`src/rtl/ip_uart_pkg.sv`:
```
// Shared definitions for the transmit-only UART.
//   uart_state_e    : frame sequencing states
//   CLK_DIV_DEFAULT : clk cycles per bit at 21.477 MHz / 115200 baud
//   BIT_IDX_W       : width of the data-bit index (8 data bits)
//   cnt_width()     : baud counter width for a given divider
package ip_uart_pkg;

  typedef enum logic [1:0] {
    ST_IDLE,
    ST_START,
    ST_DATA,
    ST_STOP
  } uart_state_e;

  localparam int unsigned CLK_DIV_DEFAULT = 186;
  localparam int unsigned BIT_IDX_W       = 3;

  // Counter holds CLK_DIV-1 down to 0; never narrower than one bit.
  function automatic int unsigned cnt_width(input int unsigned div);
    return (div > 1) ? $clog2(div) : 1;
  endfunction

endpackage

```
`src/rtl/ip_uart_baud_cnt.sv`:
```
// Bit-period down-counter for ip_uart.
//   clk      : system clock
//   n_reset  : synchronous active-low reset
//   reload   : restart the bit period (frame accept)
//   run      : count while a frame is in progress
//   bit_end  : one-cycle pulse in the last cycle of each bit period
module ip_uart_baud_cnt
  import ip_uart_pkg::*;
#(
  parameter int unsigned CLK_DIV = CLK_DIV_DEFAULT
) (
  input  logic clk,
  input  logic n_reset,
  input  logic reload,
  input  logic run,
  output logic bit_end
);

  localparam int unsigned   CntW   = cnt_width(CLK_DIV);
  localparam logic [CntW-1:0] Reload = CntW'(CLK_DIV - 1);

  logic [CntW-1:0] cnt_q, cnt_d;

  // Zero while running marks the final cycle of a bit; the edge that
  // consumes bit_end also reloads, so every bit lasts exactly CLK_DIV cycles.
  assign bit_end = run && (cnt_q == '0);

  always_comb begin
    cnt_d = cnt_q;
    if (reload || bit_end) begin
      cnt_d = Reload;
    end else if (run) begin
      cnt_d = cnt_q - 1'b1;
    end
  end

  always_ff @(posedge clk) begin
    if (!n_reset) begin
      cnt_q <= '0;
    end else begin
      cnt_q <= cnt_d;
    end
  end

endmodule

```
`src/rtl/ip_uart.sv`:
```
// Transmit-only 8N1 UART, LSB first.
//   clk        : system clock
//   n_reset    : synchronous active-low reset
//   send_data  : byte to send, captured on the accept edge only
//   send_req   : level-sampled request; accepted when not busy
//   send_busy  : high from the accept edge until the stop bit ends
//   uart_tx    : serial line, idle high (registered)
module ip_uart
  import ip_uart_pkg::*;
#(
  parameter int unsigned CLK_DIV = CLK_DIV_DEFAULT
) (
  input  logic       clk,
  input  logic       n_reset,
  input  logic [7:0] send_data,
  input  logic       send_req,
  output logic       send_busy,
  output logic       uart_tx
);

  uart_state_e            state_q, state_d;
  logic [7:0]             shift_q, shift_d;
  logic [BIT_IDX_W-1:0]   bit_idx_q, bit_idx_d;
  logic                   tx_q, tx_d;
  logic                   busy_q, busy_d;
  logic                   accept;
  logic                   bit_end;

  assign accept = send_req && !busy_q;

  ip_uart_baud_cnt #(
    .CLK_DIV (CLK_DIV)
  ) u_baud_cnt (
    .clk     (clk),
    .n_reset (n_reset),
    .reload  (accept),
    .run     (busy_q),
    .bit_end (bit_end)
  );

  always_comb begin
    state_d   = state_q;
    shift_d   = shift_q;
    bit_idx_d = bit_idx_q;
    tx_d      = tx_q;
    busy_d    = busy_q;

    unique case (state_q)
      ST_IDLE: begin
        tx_d = 1'b1;
        if (accept) begin
          state_d   = ST_START;
          shift_d   = send_data;
          bit_idx_d = '0;
          tx_d      = 1'b0;
          busy_d    = 1'b1;
        end
      end
      ST_START: begin
        if (bit_end) begin
          state_d   = ST_DATA;
          tx_d      = shift_q[0];
          shift_d   = {1'b0, shift_q[7:1]};
          bit_idx_d = '0;
        end
      end
      ST_DATA: begin
        if (bit_end) begin
          if (bit_idx_q == '1) begin
            state_d = ST_STOP;
            tx_d    = 1'b1;
          end else begin
            bit_idx_d = bit_idx_q + 1'b1;
            tx_d      = shift_q[0];
            shift_d   = {1'b0, shift_q[7:1]};
          end
        end
      end
      ST_STOP: begin
        if (bit_end) begin
          state_d = ST_IDLE;
          tx_d    = 1'b1;
          busy_d  = 1'b0;
        end
      end
      default: begin
        state_d = ST_IDLE;
        tx_d    = 1'b1;
        busy_d  = 1'b0;
      end
    endcase
  end

  always_ff @(posedge clk) begin
    if (!n_reset) begin
      state_q   <= ST_IDLE;
      shift_q   <= '0;
      bit_idx_q <= '0;
      tx_q      <= 1'b1;
      busy_q    <= 1'b0;
    end else begin
      state_q   <= state_d;
      shift_q   <= shift_d;
      bit_idx_q <= bit_idx_d;
      tx_q      <= tx_d;
      busy_q    <= busy_d;
    end
  end

  assign send_busy = busy_q;
  assign uart_tx   = tx_q;

endmodule

```
`config.mk`:
```
export PLATFORM = sky130hd
export DESIGN_NAME = ip_uart
export DESIGN_NICKNAME = d
export VERILOG_FILES = /design/src/rtl/ip_uart_pkg.sv /design/src/rtl/ip_uart_baud_cnt.sv /design/src/rtl/ip_uart.sv
export SDC_FILE = /design/constraint.sdc
export NUM_CORES = 1
export LEC_CHECK = 0
export ABC_CLOCK_PERIOD_IN_PS = 2150
export BUFFER_PORTS_ARGS = -buffer_cell sky130_fd_sc_hd__buf_2
export CELL_PAD_IN_SITES_DETAIL_PLACEMENT = 1
export CELL_PAD_IN_SITES_GLOBAL_PLACEMENT = 1
export CORE_UTILIZATION = 44
export DETAILED_ROUTE_END_ITERATION = 8
export PLACE_DENSITY_LB_ADDON = 0.08
export SLEW_MARGIN = 20
export SYNTH_ARGS = -nofsm -noshare
export SYNTH_HDL_FRONTEND = slang
export SYNTH_SLANG_ARGS = --single-unit
```
`constraint.sdc`:
```
create_clock -name clk -period 2.15 [get_ports clk]
set_clock_uncertainty 0.1 [all_clocks]
set_input_delay 0 -clock clk [delete_from_list [all_inputs] [get_ports clk]]
set_output_delay 0 -clock clk [all_outputs]
set_load 0.02 [all_outputs]
```
# After elaboration in Yosys (flattened, before gate mapping)
# Cells that the tools add are included.
dict set report totals {
  ff_bits 23
  input_bits 11
  output_inout_bits 2
}
dict set report classes {
  add_sub_neg 2
  n_eq_ne 10
  n_mux 27
  bitwise 1
  n_reduce_logical 14
}
# op n
set ops {}
lappend ops {{two-way mux 8 bit} 6}
lappend ops {{case mux 8 bit (3 select lines)} 1}
lappend ops {{two-way mux 3 bit} 4}
lappend ops {{two-way mux 2 bit} 5}
lappend ops {{AND reduction 5 bit} 2}
lappend ops {{case mux 3 bit (3 select lines)} 1}
lappend ops {{logical NOT 8 bit} 1}
lappend ops {{!= test 2 x 1 -> 1 bit (second input constant)} 4}
lappend ops {{case mux 2 bit (4 select lines)} 1}
lappend ops {{subtractor 8 x 1 -> 8 bit (second input constant)} 1}
lappend ops {{two-way mux 1 bit} 7}
lappend ops {{AND reduction 3 bit} 2}
lappend ops {{equality test 2 bit (second input constant)} 2}
lappend ops {{!= test 2 bit (second input constant)} 2}
lappend ops {{case mux 1 bit (4 select lines)} 1}
lappend ops {{nonzero test 2 bit} 2}
lappend ops {{adder 3 x 1 -> 3 bit (second input constant)} 1}
lappend ops {{equality test 3 bit (second input constant)} 1}
lappend ops {{nonzero test 3 bit} 1}
lappend ops {{equality test 2 x 1 -> 1 bit (second input constant)} 1}
lappend ops {{logical AND 1 bit} 2}
lappend ops {{logical NOT 2 bit} 1}
lappend ops {{case mux 1 bit (2 select lines)} 1}
lappend ops {{OR reduction 2 bit} 1}
lappend ops {{3 further kinds} 3}

# Depth between registers and ports, before layout
# Gate-level depths: netlist (run 1).
dict set report depth {
  word_depth 4
  ltp_mapped 8
}

# Modules after synthesis
# A second synthesis (run 1) with hierarchy kept.
dict set report hier_totals {
  hier_cells 144
  hier_area_um2 1317.5
}
# module n_inst cells_each area_each_um2 seq_area_each_um2
set modules_own_cells {}
lappend modules_own_cells {ip_uart 1 98 890.9 300.3}
lappend modules_own_cells {ip_uart_baud_cnt 1 46 426.7 160.2}

# Worst setup path before layout (run 1)
# Ideal clock, no wire load.
dict set report synth_timing {
  path_type {reg2reg}
  startpoint {register state_q[0]}
  endpoint {register shift_q[0]}
  t_arrival_ns 1.620
  slack_ns 0.314
  stages_incl_launch_ff 9
  n_path_buf 2
  cell_sequence {dfxtp_1 inv_1 ha_1 clkbuf_8 nor3_1 a221oi_4 and2_4 buf_12 o211a_1}
}
dict set report synth_via {
  elab_chain_len 3
}
# element line
set synth_rtl {}
lappend synth_rtl {{start, declared} ip_uart.sv:21} ;# uart_state_e state_q, state_d;
lappend synth_rtl {{start signal, assigned} ip_uart.sv:102} ;# state_q <= state_d;
lappend synth_rtl {{equality test 2 bit, or another cell as far along} ip_uart.sv:48} ;# unique case (state_q)
lappend synth_rtl {{!= test 2 bit (no source line), or another cell as far along} -}
lappend synth_rtl {{AND reduction 5 bit (no source line)} -}
lappend synth_rtl {{end signal, assigned} ip_uart.sv:103} ;# shift_q <= shift_d;
lappend synth_rtl {{end, declared} ip_uart.sv:22} ;# logic [7:0] shift_q, shift_d;
# Parallel ways exist; a longest one is shown, timed or not.
# A chain may end at the register's enable or synchronous reset.

# Final worst setup path (run 1)
dict set report layout_timing {
  startpoint {register state_q[0]}
  endpoint {register state_q[1]}
}
dict set report layout_via {
  elab_chain_len 3
}
# element line
set layout_rtl {}
lappend layout_rtl {{equality test 2 x 1 -> 1 bit, or another cell as far along} ip_uart.sv:48}
lappend layout_rtl {{!= test 2 x 1 -> 1 bit (no source line) / != test 2 bit (equally long branches)} -}
lappend layout_rtl {{AND reduction 5 bit (no source line)} -}
# Parallel ways exist; a longest one is shown, timed or not.

==> results of run 1 <==
-- worst max path at each step --
stage / from / end / depth (start not counted)
finish: state_q[0]$_SDFFE_PN0P_ / state_q[1]$_SDFFE_PN0P_ / 6
CTS: state_q[0]$_SDFFE_PN0P_ / state_q[1]$_SDFFE_PN0P_ / 6
global route: state_q[0]$_SDFFE_PN0P_ / state_q[1]$_SDFFE_PN0P_ / 6
global placement: state_q[0]$_SDFFE_PN0P_ / state_q[1]$_SDFFE_PN0P_ / 6
detailed placement: state_q[0]$_SDFFE_PN0P_ / state_q[1]$_SDFFE_PN0P_ / 6
floorplan: state_q[0]$_SDFFE_PN0P_ / shift_q[0]$_SDFFE_PN0P_ / 8
-- logic make-up (layout without fill, tap and decap cells) --
group                    after synthesis  count (layout)  share of synthesized area [%]
XOR/XNOR                               2               2                           1.31
AO/OA/AOI/OAI                         31              31                           21.2
multiplexers                          12              12                           8.96
flip-flops                            23              23                           34.3
buffers and inverters                 14              33                           5.97
adder cells (fa/ha/maj)                8               8                           7.46
AND/OR/NAND/NOR                       51              51                           20.8
-- where the power goes --
part           switching [mW]  internal [mW]
Sequential              0.108          0.562
Combinational           0.529          0.456
Clock                   0.135         0.0695
-- timing repair --
item                                    4_1_cts  5_1_grt
hold buffers                                  9        0
endpoints found under the setup margin        0        1
endpoints found under the hold margin        11        0
gates resized for setup                       0        1
-- placed cells by master (no fill, tap or decap), types with 2 or more instances in the layout --
master	count
nand3b_1	2
dlygate4sd3_1	9
xor2_1	2
clkbuf_4	3
dfxtp_1	23
nor2_1	10
inv_1	6
o21a_1	3
nor3_1	3
mux2i_1	12
a21oi_1	6
o211a_1	9
ha_1	7
nor3b_1	2
nand4_1	2
nand3_1	11
buf_4	2
buf_2	12
nand2_1	13
o31a_1	2
a31oi_1	2
-- flip-flops by register name, summed over array words and instances, names as in the netlist --
signal	cells
uart_tx	1
u_baud_cnt.cnt_q	8
send_busy	1
state_q	2
bit_idx_q	3
shift_q	8
-- per-layer routing --
| layer | share of wire [%] | global-route usage [%] | up-vias | wire length (um) |
|---|---|---|---|---|
| met1 | 48 | 25.9 | 529 | 1450 |
| li1 | - | - | 552 | - |
| met5 | 0 | 0 | - | 0 |
| met3 | 1.2 | 2.04 | 4 | 36 |
| met4 | 1.0 | 6.27 | 0 | 31 |
| met2 | 50 | 37.3 | 10 | 1530 |
-- cell usage after synthesis, types with 2 or more instances --
master    instances  area share [%]
inv_1             6             1.7
nand3b_1          2             1.1
xor2_1            2             1.3
mux2i_1          12             9.0
nand3_1          11             4.1
ha_1              8             7.5
o211a_1           9             6.7
o31a_1            2             1.3
a31oi_1           2            0.93
nor2_1           10             2.8
nand4_1           2            0.93
nand2_1          13             3.6
a21oi_1           6             2.2
dfxtp_1          23              34
nor3_1            3             1.1
o21a_1            3             1.7
nor3b_1           2             1.1
clkbuf_1          5             1.4
-- cell type report --
cell class / count / area, um2 / share of cell area [%]
multi-input combinational: 104 / 803 / 52.9
inverter: 6 / 22.5 / 1.48
clock inverter: 1 / 5.00 / 0.330
tap: 31 / 38.8 / 2.56
sequential: 23 / 460 / 30.3
clock buffer: 3 / 22.5 / 1.48
timing repair buffer: 23 / 165 / 10.9
==> flow_summary.ini, run 1 <==
[grt]
antenna_found_initial = 0
grt_pass1_vias = 1174
grt_max_degree = 28
grtUsageTotal_pct = 20.7
grt_pass1_wl_um = 5230
grt-ovfl-total = 0

[finish]
nets = 180
fin_cells = 191
nFillCells = 335
final_util_pct = 53.6
diodes = 0
final_area_um2 = 1520
post_route_cells_drive_above_1_share_pct = 18.8
synthToLayoutAreaGrowth_pct = 13.2

[setup_path]
critPathKind = flip-flop to flip-flop
worstPathRequired_ns = 2.29
cp_top_family = compound AO/OA/AOI/OAI gates
startpoint_type = flip-flop
cp_cell_sequence = inv_1 -> ha_2 -> or2_2 -> a2bb2oi_1 -> a221oi_2 -> mux2i_1
r2r_cells = 6
r2r_start = state_q[0]$_SDFFE_PN0P_
crit_fanout = 10
cp.arrival_ns = 2.09
ff2ff_setup_slack_ns = 0.21
slowest_stage = dfxtp_1
crit_buf_inv = 1
r2r_end = state_q[1]$_SDFFE_PN0P_
cp-end-kind = flip-flop
cp_slowest_stage_delay_ns = 0.42

[timing]
setup_ws_ns = 0.208
rsz0062_at_grt = false
finalSetupTns_ns = 0
slew_headroom_pct = 60.6
setup_viol = 0
hold_violations = 0
whs_ns = 0.0494
slew_violations = 0
min_period_ns = 1.94
worstMarginPinSlew_ns = 0.588
fmax_mhz = 515
min_period_over_period_pct = 90.3

[power]
power_mw = 1.86
power_density_nw_per_um2 = 1220
peakVddDrop_uv = 572
leakage_nw = 0.687

[cts]
cts_max_path_buffers = 2
insertion_delay_ns = 0.31
cts_sinks = 23
clkTransAtPathRegs_ns = 0.14
post_cts_buffers = 0
htree_levels = 1
cts_tree = built
cts_buffers = 3
root_buffer = clkbuf_4

[synthesis]
synth-main-ff-cell = dfxtp_1
syn_inst = 141
async_flop_share_pct = 0
synth-edff-count = 0
synth-seq-cells = 23
yosys_warnings = 0
syn-num-nets = 160
syn_area_um2 = 1340
synth.distinct_cells = 38
synth.avg_cell_area_um2 = 9.51
yosysSeqAreaShare_pct = 34.3

[run_status]
status = complete, no violations

[place]
dp_cells = 178
place_congestion = 0.790
hpwl_um = 2190
dp_slack_ns = 0.0976
placed_area_um2 = 1400
io_buffers = 12

[routing]
drtIter0Drc = 36
avgViaCountPerCell = 5.73
totalWireLength_um = 3050
wl_per_cell_um = 15.9
ant_nets = 0
firstDrtPassIters = 4
vias = 1095
drc = 0

[floorplanning]
die_h_um = 57.2
core_region_area_um2 = 2830
ios = 13
dieArea_um2 = 3270
fp-row-count = 19
die_x_um = 57.2
start_util_pct = 47.4

[flow_run]
drv_cap = 0

[worst_hold_path]
hp-start = n_reset
holdPathEnd = u_baud_cnt.cnt_q[5]$_SDFFE_PN0P_
hold_path.class = primary input to flip-flop
hold_path_depth = 2
Note: power is estimated with default switching activity, not from simulation.
==> inputs of run 2 (changes only) <==
--- a/config.mk
+++ b/config.mk
@@ -12,6 +12,8 @@
 export CORE_UTILIZATION = 44
 export DETAILED_ROUTE_END_ITERATION = 8
 export PLACE_DENSITY_LB_ADDON = 0.08
+export RECOVER_POWER = 25
+export SKIP_LAST_GASP = 1
 export SLEW_MARGIN = 20
 export SYNTH_ARGS = -nofsm -noshare
 export SYNTH_HDL_FRONTEND = slang
==> constraint.sdc (replaced) <==
create_clock -name clk -period 2.15 [get_ports clk]
set_clock_uncertainty 0.1 [all_clocks]
set_input_delay 0 -clock clk [delete_from_list [all_inputs] [get_ports clk]]
set_output_delay 0 -clock clk [all_outputs]
set_load 0.005 [all_outputs]
==> flow_summary.ini, run 2 (synthesized netlist as in run 1, its figures left out) <==
[run_status]
status = complete, no violations

[place]
io_buffers = 12
place_congestion = 0.790
hpwl_um = 2190
placed_area_um2 = 1400
dp_cells = 178

[timing]
rsz0062_at_grt = false
slew_violations = 0
finalSetupTns_ns = 0
min_period_ns = 1.96
worstMarginPinSlew_ns = 0.588
setup_viol = 0
fmax_mhz = 511
hold_violations = 0
slew_headroom_pct = 60.5
min_period_over_period_pct = 91.0

[routing]
drc = 0
firstDrtPassIters = 4
avgViaCountPerCell = 5.73
vias = 1095
totalWireLength_um = 3050
wl_per_cell_um = 16.0
ant_nets = 0
drtIter0Drc = 38

[floorplanning]
ios = 13
start_util_pct = 47.4
die_h_um = 57.2
dieArea_um2 = 3270
die_x_um = 57.2
fp-row-count = 19
core_region_area_um2 = 2830

[setup_path]
r2r_cells = 6
cp.arrival_ns = 2.10
ff2ff_setup_slack_ns = 0.19
crit_fanout = 10
startpoint_type = flip-flop
r2r_start = state_q[0]$_SDFFE_PN0P_
r2r_end = state_q[1]$_SDFFE_PN0P_
worstPathRequired_ns = 2.29
critPathKind = flip-flop to flip-flop
cp-end-kind = flip-flop

[worst_hold_path]
hp-start = n_reset
hold_path.class = primary input to flip-flop
holdPathEnd = u_baud_cnt.cnt_q[5]$_SDFFE_PN0P_
hold_path_depth = 2

[cts]
cts_tree = built
insertion_delay_ns = 0.31
clkTransAtPathRegs_ns = 0.13
root_buffer = clkbuf_4
cts_max_path_buffers = 2
post_cts_buffers = 0
cts_sinks = 23
cts_buffers = 3
htree_levels = 1

[finish]
synthToLayoutAreaGrowth_pct = 12.4
nFillCells = 335
final_area_um2 = 1510
final_common_cell = dfxtp_1
nets = 180
fin_cells = 191
post_route_cells_drive_above_1_share_pct = 17.5
diodes = 0
final_cell_mix = dfxtp_1 (23), nand2_1 (13), mux2i_1 (12)
top_regs = shift_q x8, u_baud_cnt.cnt_q x8, bit_idx_q x3

[grt]
grtUsageTotal_pct = 20.7
grt_pass1_wl_um = 5230
antenna_found_initial = 0
grt-ovfl-total = 0
grt_pass1_vias = 1174
grt_max_degree = 28

[power]
power_mw = 1.83
leakage_nw = 0.686
peakVddDrop_uv = 573
power_density_nw_per_um2 = 1210

[flow_run]
drv_cap = 0
-- run 2: worst max path at each step --
stage | start | endpoint | slack (ns) | cells after the start
2_1_floorplan | state_q[0]$_SDFFE_PN0P_ | shift_q[0]$_SDFFE_PN0P_ | 0.31 | 8
3_3_place_gp | state_q[0]$_SDFFE_PN0P_ | state_q[1]$_SDFFE_PN0P_ | 0.27 | 6
3_5_place_dp | state_q[0]$_SDFFE_PN0P_ | state_q[1]$_SDFFE_PN0P_ | 0.1 | 6
4_1_cts | state_q[0]$_SDFFE_PN0P_ | state_q[1]$_SDFFE_PN0P_ | 0.09 | 6
5_1_grt | state_q[0]$_SDFFE_PN0P_ | state_q[1]$_SDFFE_PN0P_ | 0.03 | 6
6_report | state_q[0]$_SDFFE_PN0P_ | state_q[1]$_SDFFE_PN0P_ | 0.19 | 6
-- run 2: power by group --
part | internal (mW) | leakage [nW] | switching, mW
Combinational | 0.448 | 0.478 | 0.512
Sequential | 0.562 | 0.190 | 0.103
Clock | 0.0695 | 0.0177 | 0.135
-- run 2: repair_timing --
action / CTS / global route
gates resized for setup: 0 / 1
hold endpoints to repair: 11 / 0
endpoints found under the setup margin: 0 / 1
hold buffers: 9 / 0
-- run 2: area by class of cell --
class / count / area (um2) / share of cell area [%]
Clock buffer: 3 / 22.5 / 1.49
Clock inverter: 1 / 5.00 / 0.332
Inverter: 6 / 22.5 / 1.49
Multi-Input combinational cell: 104 / 795 / 52.7
Sequential cell: 23 / 460 / 30.5
Tap cell: 31 / 38.8 / 2.57
Timing Repair Buffer: 23 / 164 / 10.9
-- run 2: per-stage QoR --
step / hold slack, ns / utilization [%] / worst slack (ns)
2_1_floorplan: 0.0450 / - / 0.314
3_3_place_gp: 0.176 / 49.4 / 0.268
3_5_place_dp: 0.226 / 49.4 / 0.0976
4_1_cts: 0.0373 / 53.6 / 0.0919
5_1_grt: 0.0552 / 53.3 / 0.0259
6_report: 0.0529 / 53.3 / 0.193
-- run 2: critical path, stage by stage (launching register included) --
cell and delay (ns):
dfxtp_1 0.42, inv_1 0.08, ha_2 0.27, or2_2 0.31
a2bb2oi_1 0.17, a221oi_2 0.28, mux2i_1 0.25
-- run 2: layer usage --
metal	global-route usage (%)	wire (um)	vias to the layer above
li1	-	-	551
met4	6.27	31	0
met2	37.3	1520	10
met5	0	0	-
met3	2.04	37	4
met1	25.9	1460	530
